## src/rtl/cv32e40p_mult_ft_ctrl.sv

```systemverilog
// cv32e40p_mult_ft_ctrl: retry controller around a TMR multiplier that re-executes operations flagged by the voters
// Ports: req_* accept an operation, mult_* drive and observe the TMR multiplier, rsp_* return result/error/retries,
// err_count_o/fatal_o report fault status (cleared by clear_i); clk rising edge, rst asynchronous active-high.
package cv32e40p_mult_ft_pkg;
  typedef enum logic [2:0] {
    MUL_MAC32 = 3'b000,
    MUL_MSU32 = 3'b001,
    MUL_I     = 3'b010,
    MUL_IR    = 3'b011,
    MUL_DOT8  = 3'b100,
    MUL_DOT16 = 3'b101,
    MUL_H     = 3'b110
  } mul_opcode_e;
endpackage

module cv32e40p_mult_ft_ctrl
  import cv32e40p_mult_ft_pkg::*;
#(
  parameter int MAX_RETRY = 2,
  parameter int CNT_W     = 16
) (
  input  logic              clk,
  input  logic              rst,
  input  logic              req_valid_i,
  output logic              req_ready_o,
  input  mul_opcode_e       req_operator_i,
  input  logic [31:0]       req_op_a_i,
  input  logic [31:0]       req_op_b_i,
  input  logic [31:0]       req_op_c_i,
  output logic              mult_enable_o,
  output mul_opcode_e       mult_operator_o,
  output logic [31:0]       mult_op_a_o,
  output logic [31:0]       mult_op_b_o,
  output logic [31:0]       mult_op_c_o,
  output logic              mult_ex_ready_o,
  input  logic              mult_ready_i,
  input  logic [31:0]       mult_result_i,
  input  logic [3:0]        error_detected_mult_i,
  output logic              rsp_valid_o,
  input  logic              rsp_ready_i,
  output logic [31:0]       rsp_result_o,
  output logic              rsp_error_o,
  output logic [1:0]        rsp_retries_o,
  output logic [CNT_W-1:0]  err_count_o,
  output logic              fatal_o,
  input  logic              clear_i
);
  typedef enum logic [1:0] {IDLE, EXEC, RETRY, RESP} state_e;
  state_e      state;
  logic [1:0]  retry_cnt;
  logic        error_seen;
  logic [31:0] result;
  logic        rsp_err;
  logic        flag, err, done, inc, last;
  assign flag = |error_detected_mult_i;
  assign err  = error_seen | flag;
  assign done = (state == EXEC) & mult_ready_i;
  assign inc  = done & err;
  assign last = retry_cnt >= 2'(MAX_RETRY);
  // req_ready is gated by rst so every output reads zero while reset is held
  assign req_ready_o     = (state == IDLE) & ~rst;
  assign mult_enable_o   = state == EXEC;
  assign mult_ex_ready_o = state == EXEC;
  assign rsp_valid_o     = state == RESP;
  assign rsp_result_o    = rsp_valid_o ? result : '0;
  assign rsp_error_o     = rsp_valid_o & rsp_err;
  assign rsp_retries_o   = rsp_valid_o ? retry_cnt : '0;
  always_ff @(posedge clk or posedge rst) begin
    if (rst) begin
      state           <= IDLE;
      mult_operator_o <= MUL_MAC32;
      mult_op_a_o     <= '0;
      mult_op_b_o     <= '0;
      mult_op_c_o     <= '0;
      retry_cnt       <= '0;
      error_seen      <= 1'b0;
      result          <= '0;
      rsp_err         <= 1'b0;
      err_count_o     <= '0;
      fatal_o         <= 1'b0;
    end else begin
      case (state)
        IDLE: if (req_valid_i) begin
          mult_operator_o <= req_operator_i;
          mult_op_a_o     <= req_op_a_i;
          mult_op_b_o     <= req_op_b_i;
          mult_op_c_o     <= req_op_c_i;
          retry_cnt       <= '0;
          error_seen      <= 1'b0;
          state           <= EXEC;
        end
        EXEC: begin
          error_seen <= err;
          if (mult_ready_i) begin
            result  <= mult_result_i;
            rsp_err <= err & last;
            state   <= (err & ~last) ? RETRY : RESP;
            if (err & ~last) retry_cnt <= retry_cnt + 2'd1;
          end
        end
        RETRY: begin
          error_seen <= 1'b0;
          state      <= EXEC;
        end
        RESP: if (rsp_ready_i) state <= IDLE;
        default: state <= IDLE;
      endcase
      err_count_o <= clear_i ? '0 : err_count_o + CNT_W'(inc & ~&err_count_o);
      fatal_o     <= ~clear_i & (fatal_o | (inc & last));
    end
  end
endmodule
```

## config.mk

```make
export PLATFORM = sky130hd
export DESIGN_NAME = cv32e40p_mult_ft_ctrl
export DESIGN_NICKNAME = d
export VERILOG_FILES = /design/src/rtl/cv32e40p_mult_ft_ctrl.sv
export SDC_FILE = /design/constraint.sdc
export NUM_CORES = 1
export LEC_CHECK = 0
export BUFFER_PORTS_ARGS = -buffer_cell sky130_fd_sc_hd__buf_2
export CORE_AREA = 2 2 119 121
export CTS_CLUSTER_DIAMETER = 150
export CTS_CLUSTER_SIZE = 8
export DETAILED_ROUTE_END_ITERATION = 8
export DIE_AREA = 0 0 121 123
export PLACE_DENSITY = 0.8
export SKIP_CTS_REPAIR_TIMING = 1
export SYNTH_ARGS = -nofsm -noshare
export SYNTH_HDL_FRONTEND = slang
export SYNTH_SLANG_ARGS = --single-unit
```

## constraint.sdc

```tcl
create_clock -name clk -period 5.73 [get_ports clk]
set_input_delay 1.146 -clock clk [delete_from_list [all_inputs] [get_ports clk]]
set_output_delay 1.146 -clock clk [all_outputs]
set_load 0.005 [all_outputs]
```

==> reports/qor.yml, run 1 <==
placed_design:
  gp_congestion: 0.7818
  place_area_mm2: 0.007866
  dp_cells: 1089
  dp_slack_ns: 2.671
  dp_hpwl_um: 10630
  port_buffers: 295
synthesis:
  ys_ff_latch: 154
  synth_xor_xnor_area_share_pct: 1.669
  synthesis.area_mm2: 0.006299
  synth_top_family_by_area: "simple AND/OR/NAND/NOR gates"
  synthCells: 649
  synth_edf_count: 0
  ys.flop_type: "dfrtp_1"
  synth_nets: 793
  synth-compound-area-share_pct: 1.410
  muxShareOfSynthArea_pct: 5.721
  seq_area_frac_synth_pct: 61.18
  ys_types: 34
  yosysWarnings: 0
  synth_adder_area_share_pct: 0.5959
  yosys.area_share.simple_pct: 26.28
  asyncSetResetFlopFracSynth_pct: 100.0
  syn_avg_cell_area_um2: 9.705
setup_path:
  worstPathRequired_ns: 4.58
  crit_type: "flop to output pin"
  r2r-end: "err_count_o[6]"
  timing.rr.start: "state[0]"
  ff2ff_path_depth: 7
  crit_end: "rsp_retries_o[0]"
  cp-end-kind: "output pin"
  path_max_fanout: 42
  arrival_ns: 2.10
  r2r_slack_ns: 2.83
  cp-startpoint: "state[1]"
  critPathLaunchType: "flop"
worst_hold_path:
  worstHoldPathType: "flop to flop"
timing:
  setup_slack_ns: 2.482
  slew_headroom_pct: 23.39
  max_freq_mhz: 307.9
  skew_ns: 0.006665
  final-setup-viol-count: 0
  whs_ns: 0.4675
  slew_violations: 0
  finalHoldViolations: 0
  finalSetupTns_ns: 0
  finalCritPeriodShare_pct: 56.68
  fin_crit_ns: 3.248
  worst_pin_slew_ns: 1.149
  rsz0062_at_grt: "false"
floorplanning:
  start_util_pct: 46.27
  core_mm2: 0.01361
  die_y_um: 123
  die_area_mm2: 0.01488
  ios: 296
  rows: 43
  dieWidth_um: 121
global_routing:
  grt_pass1_wl_um: 24630
  grt_usage_pct: 21.14
  grt_max_degree: 114
  grt_overflow: 0
  grt_pass1_vias: 5126
  antenna_found_initial: 1
cts:
  clock_latency_ns: 0.41
  ctsHtreeMaxLevel: 4
  tritoncts: "yes"
  max-clock-path-buffers: 2
  numCtsBuffers: 17
  clk_pin_slew_worst_paths_ns: 0.06
  clock_sinks: 154
  cts_root_buffer: "clkbuf_16"
detailed_routing:
  drc_errors: 0
  postRouteAntennaNets: 0
  via_count: 5378
  viasPerCell: 4.798
  wl_per_cell_um: 14.06
  first_iter_violations: 345
  routed_wl_um: 15770
  first_pass_iters: 4
layout:
  final_util_pct: 61.94
  drive_gt1_share_pct: 38.89
  syn_to_final_growth_pct: 33.85
  diodes: 0
  final_cells: 1121
  nets: 1072
  design_area_mm2: 0.008431
run_status:
  outcome: "finished clean"
power:
  p_leak_nw: 4.918
  power_density_mw_per_mm2: 505.4
  ir_drop_uv: 262.3
  power_mw: 4.261
run:
  maxCapViolations: 0
cells in the mapped netlist, types with 2 or more instances:
cell,count,area share (%)
nor2_1,16,0.95
and3_1,38,3.8
nand3_1,4,0.32
buf_4,2,0.24
and4_1,2,0.28
clkbuf_1,21,1.3
nand2_1,308,18
a21oi_1,4,0.32
ha_1,3,0.60
inv_1,6,0.36
xor2_1,11,1.5
mux2_2,32,5.7
buf_2,14,1.1
dfrtp_1,154,61
and2_1,2,0.20
nand4_1,7,0.70
or3_1,4,0.40
o21ai_0,5,0.40
power breakdown:
group	internal [mW]	switching, mW	total (mW)
clock network	0.612	0.446	1.06
registers	1.55	0.306	1.86
logic	0.659	0.686	1.35
area by class of cell:
| class | instances | area (um^2) |
|---|---|---|
| Clock buffer | 19 | 442.9 |
| Clock inverter | 13 | 121.4 |
| Fill cell | 1169 | 5181 |
| Inverter | 6 | 27.53 |
| Multi-Input combinational cell | 451 | 2261 |
| Sequential cell | 154 | 3854 |
| Tap cell | 180 | 225.2 |
| Timing Repair Buffer | 298 | 1499 |
critical path, stage by stage, from the launching register on:
cell and delay [ns]:
dfrtp_1 1.10, nand2_1 0.25, nor2_1 0.20, buf_2 0.14
registers in the layout (all words and copies together), names as in the netlist:
register,cells
mult_op_c_o,32
rsp_err,1
retry_cnt,2
state,2
error_seen,1
mult_op_a_o,32
mult_operator_o,3
result,32
err_count_o,16
mult_op_b_o,32
fatal_o,1
worst min-delay path by stage:
stage                       start                  to  slack (ns)  depth (start not counted)
6_report          mult_op_b_o[17]     mult_op_b_o[17]        0.47                          2
2_1_floorplan             rsp_err             rsp_err        0.44                          2
3_5_place_dp   mult_operator_o[0]  mult_operator_o[0]        0.46                          2
4_1_cts        mult_operator_o[0]  mult_operator_o[0]        0.47                          2
3_3_place_gp      mult_op_b_o[28]     mult_op_b_o[28]        0.45                          2
5_1_grt           mult_op_a_o[31]     mult_op_a_o[31]        0.49                          2
cell families (layout without fill, tap and decap cells):
family,after synthesis,count (layout)
AND/OR/NAND/NOR,390,390
flip-flops,154,154
buffers and inverters,44,336
multiplexers,32,32
AO/OA/AOI/OAI,14,14
XOR/XNOR,12,12
adder cells (fa/ha/maj),3,3
metal layers:
metal / global-route usage, % / vias up / part of all wire (%)
li1: - / 2621 / -
met1: 25.67 / 2507 / 41
met2: 34.90 / 218 / 48
met3: 6.135 / 32 / 8.0
met4: 9.956 / 0 / 2.6
met5: 0 / - / 0
layout by cell type, fill, tap and decap left out, types with 2 or more instances in the layout:
cell type	Yosys	routed
nand4_1	7	7
and3_1	38	38
xor2_1	11	11
inv_1	6	5
nand2_1	308	307
and4_1	2	2
clkinv_2	0	3
or3_1	4	4
and2_1	2	2
clkinv_4	0	5
buf_2	14	295
a21oi_1	4	4
inv_6	0	3
nor2_1	16	16
o21ai_0	5	5
ha_1	3	3
nand3_1	4	4
mux2_2	32	32
buf_4	2	3
clkbuf_16	0	17
dfrtp_1	154	154
clkinvlp_4	0	2
No activity file was read; power rests on OpenSTA's default activity.
==> inputs of run 2 (changes only) <==
CORE_AREA = 2 2 126 128   (was 2 2 119 121)
DIE_AREA = 0 0 128 130   (was 0 0 121 123)
PLACE_DENSITY = 0.75   (was 0.8)
clock period = 2.9 ns   (was 5.73 ns; I/O delays follow)
==> reports/qor.yml, run 2 (synthesized netlist as in run 1, its figures left out) <==
floorplanning:
  die_area_mm2: 0.01664  # +12%
  core_mm2: 0.01542  # +13%
  ios: 296  # unchanged
  dieWidth_um: 128  # +5.8%
  die_y_um: 130  # +5.7%
  rows: 46  # +7.0%
  start_util_pct: 40.83  # -5.4 points
detailed_routing:
  drc_errors: 0  # unchanged
  first_iter_violations: 246  # -29%
  postRouteAntennaNets: 0  # unchanged
  routed_wl_um: 15890  # +0.77%
  via_count: 5412  # +0.63%
  wl_per_cell_um: 13.89  # -1.3%
  first_pass_iters: 4  # unchanged
  viasPerCell: 4.731  # -1.4%
timing:
  rsz0062_at_grt: "false"
  fin_crit_ns: 2.362
  final-setup-viol-count: 0  # unchanged
  slew_violations: 0  # unchanged
  max_freq_mhz: 423.3
  finalHoldViolations: 0  # unchanged
  skew_ns: 0.009446  # +0.002780 ns
  slew_headroom_pct: 63.38  # +40 points
  worst_pin_slew_ns: 0.5481  # -0.6010 ns
  finalSetupTns_ns: 0  # unchanged
  finalCritPeriodShare_pct: 81.46
cts:
  numCtsBuffers: 17  # unchanged
  max-clock-path-buffers: 2  # unchanged
  cts_root_buffer: "clkbuf_16"
  clock_sinks: 154  # unchanged
  ctsHtreeMaxLevel: 4  # unchanged
  tritoncts: "yes"
  clk_pin_slew_worst_paths_ns: 0.06  # about the same
  clock_latency_ns: 0.41  # about the same
setup_path:
  critPathLaunchType: "flop"
  r2r_slack_ns: 0.54  # -2.29 ns
  path_max_fanout: 7  # -83%
  worstPathRequired_ns: 3.23  # -1.35 ns
  ff2ff_path_depth: 8  # +1
  arrival_ns: 2.69  # +0.59 ns
  crit_type: "flop to flop"
  timing.rr.start: "err_count_o[5]"
  r2r-end: "err_count_o[15]"
  cp-end-kind: "flop"
global_routing:
  grt_overflow: 0  # unchanged
  grt_pass1_wl_um: 24510  # -0.51%
  grt_pass1_vias: 5176  # +0.98%
  grt_usage_pct: 18.70  # -2.4 points
  antenna_found_initial: 0  # -1
  grt_max_degree: 100  # -12%
run_status:
  outcome: "finished clean"
placed_design:
  dp_hpwl_um: 11240  # +5.7%
  port_buffers: 295  # unchanged
  gp_congestion: 0.7997  # +2.3%
power:
  ir_drop_uv: 445.5  # +70%
  power_density_mw_per_mm2: 978.4  # +94%
  power.switching_mw: 2.821  # +96%
  p_int_mw: 5.536  # +96%
  p_comb_share_pct: 33.8  # +2.2 points
  p_leak_nw: 4.956  # +0.79%
  power_frac_seq_pct: 42.2  # -1.4 points
  switching_share_pct: 33.76  # about the same
  power_mw: 8.357  # +96%
  pwr-share-clk_pct: 24.0  # -0.8 points
worst_hold_path:
  worstHoldPathType: "primary input to asynchronous set/reset pin"
layout:
  drive_gt1_share_pct: 39.43  # +0.54 points
  multi_input_area_mm2: 0.002261  # unchanged
  syn_to_final_growth_pct: 35.62
  nets: 1082  # +0.93%
  mostFrequentLayoutCell: "nand2_1"
  nFillCells: 1397  # +20%
  mostFrequentLayoutCells: "nand2_1, buf_2, dfrtp_1"
  seqCellArea_mm2: 0.003854  # unchanged
run:
  maxCapViolations: 0  # unchanged
-- run 2: changes by cell type in the layout (fill, tap and decap cells not counted), sizes merged --
cell	before	now
buf	298	308
clkinvlp	2	6
inv	8	9
diode	0	1
clkbuf	19	20
bufinv	1	0
clkinv	8	3
-- run 2: power by group through the flow --
stage | clock (mW) | sequential, mW | combinational, mW
after floorplan | 0 | 3.58 | 1.51
after global placement | 0 | 3.52 | 2.81
after detailed placement | 0 | 3.54 | 2.90
after CTS | 2.06 | 3.53 | 2.89
after global routing | 2.15 | 3.65 | 3.19
final | 2.00 | 3.53 | 2.83
-- run 2: worst max path at each step --
stage	cells after the start	end	slack (ns)	start
final	8	err_count_o[15]	0.54	err_count_o[5]
after global routing	8	err_count_o[15]	0.35	err_count_o[5]
after CTS	8	err_count_o[15]	0.51	err_count_o[5]
after detailed placement	9	err_count_o[13]	0.51	error_detected_mult_i[0]
after global placement	9	err_count_o[13]	0.53	error_detected_mult_i[0]
after floorplan	1	err_count_o[0]	0.38	rst
-- run 2: cell type report --
type	instances	share of cell area (%)
diodes	1	0.02930
clock buffers	20	5.229
clock inverters	12	1.025
inverters	6	0.3076
multi-input cells	451	26.47
flip-flops and latches	154	45.12
well taps	192	2.812
repair buffers	308	19.01
-- run 2: metal layers --
layer | share of wire (%) | track usage [%] | vias to the layer above
li1 | - | - | 2641
met1 | 41 | 22.51 | 2540
met2 | 49 | 30.45 | 196
met3 | 6.9 | 5.986 | 35
met4 | 3.0 | 9.502 | 0
met5 | 0 | 0 | -
-- run 2: per-stage QoR --
step                hold slack, ns  cell area [um^2]  std cells  setup slack (ns)  util, %
floorplan                   0.4399              6302        649            0.3751        -
global placement            0.4528              8005       1111            0.5267    51.90
detailed placement          0.4567              8005       1111            0.5065    51.90
CTS                         0.2253              8539       1143            0.5141    55.36
global route                0.2424              8539       1143            0.3491    55.36
finish                      0.2259              8542       1144            0.5376    55.38
-- run 2: worst max-delay path, cell delays in order, from the launching register on --
cell and delay [ns]:
dfrtp_1 0.44, and3_1 0.31, and3_1 0.18, nand4_1 0.08, nor3b_1 0.26, ha_1 0.37
nand4_4 0.13, or3_1 0.37, a21oi_1 0.14
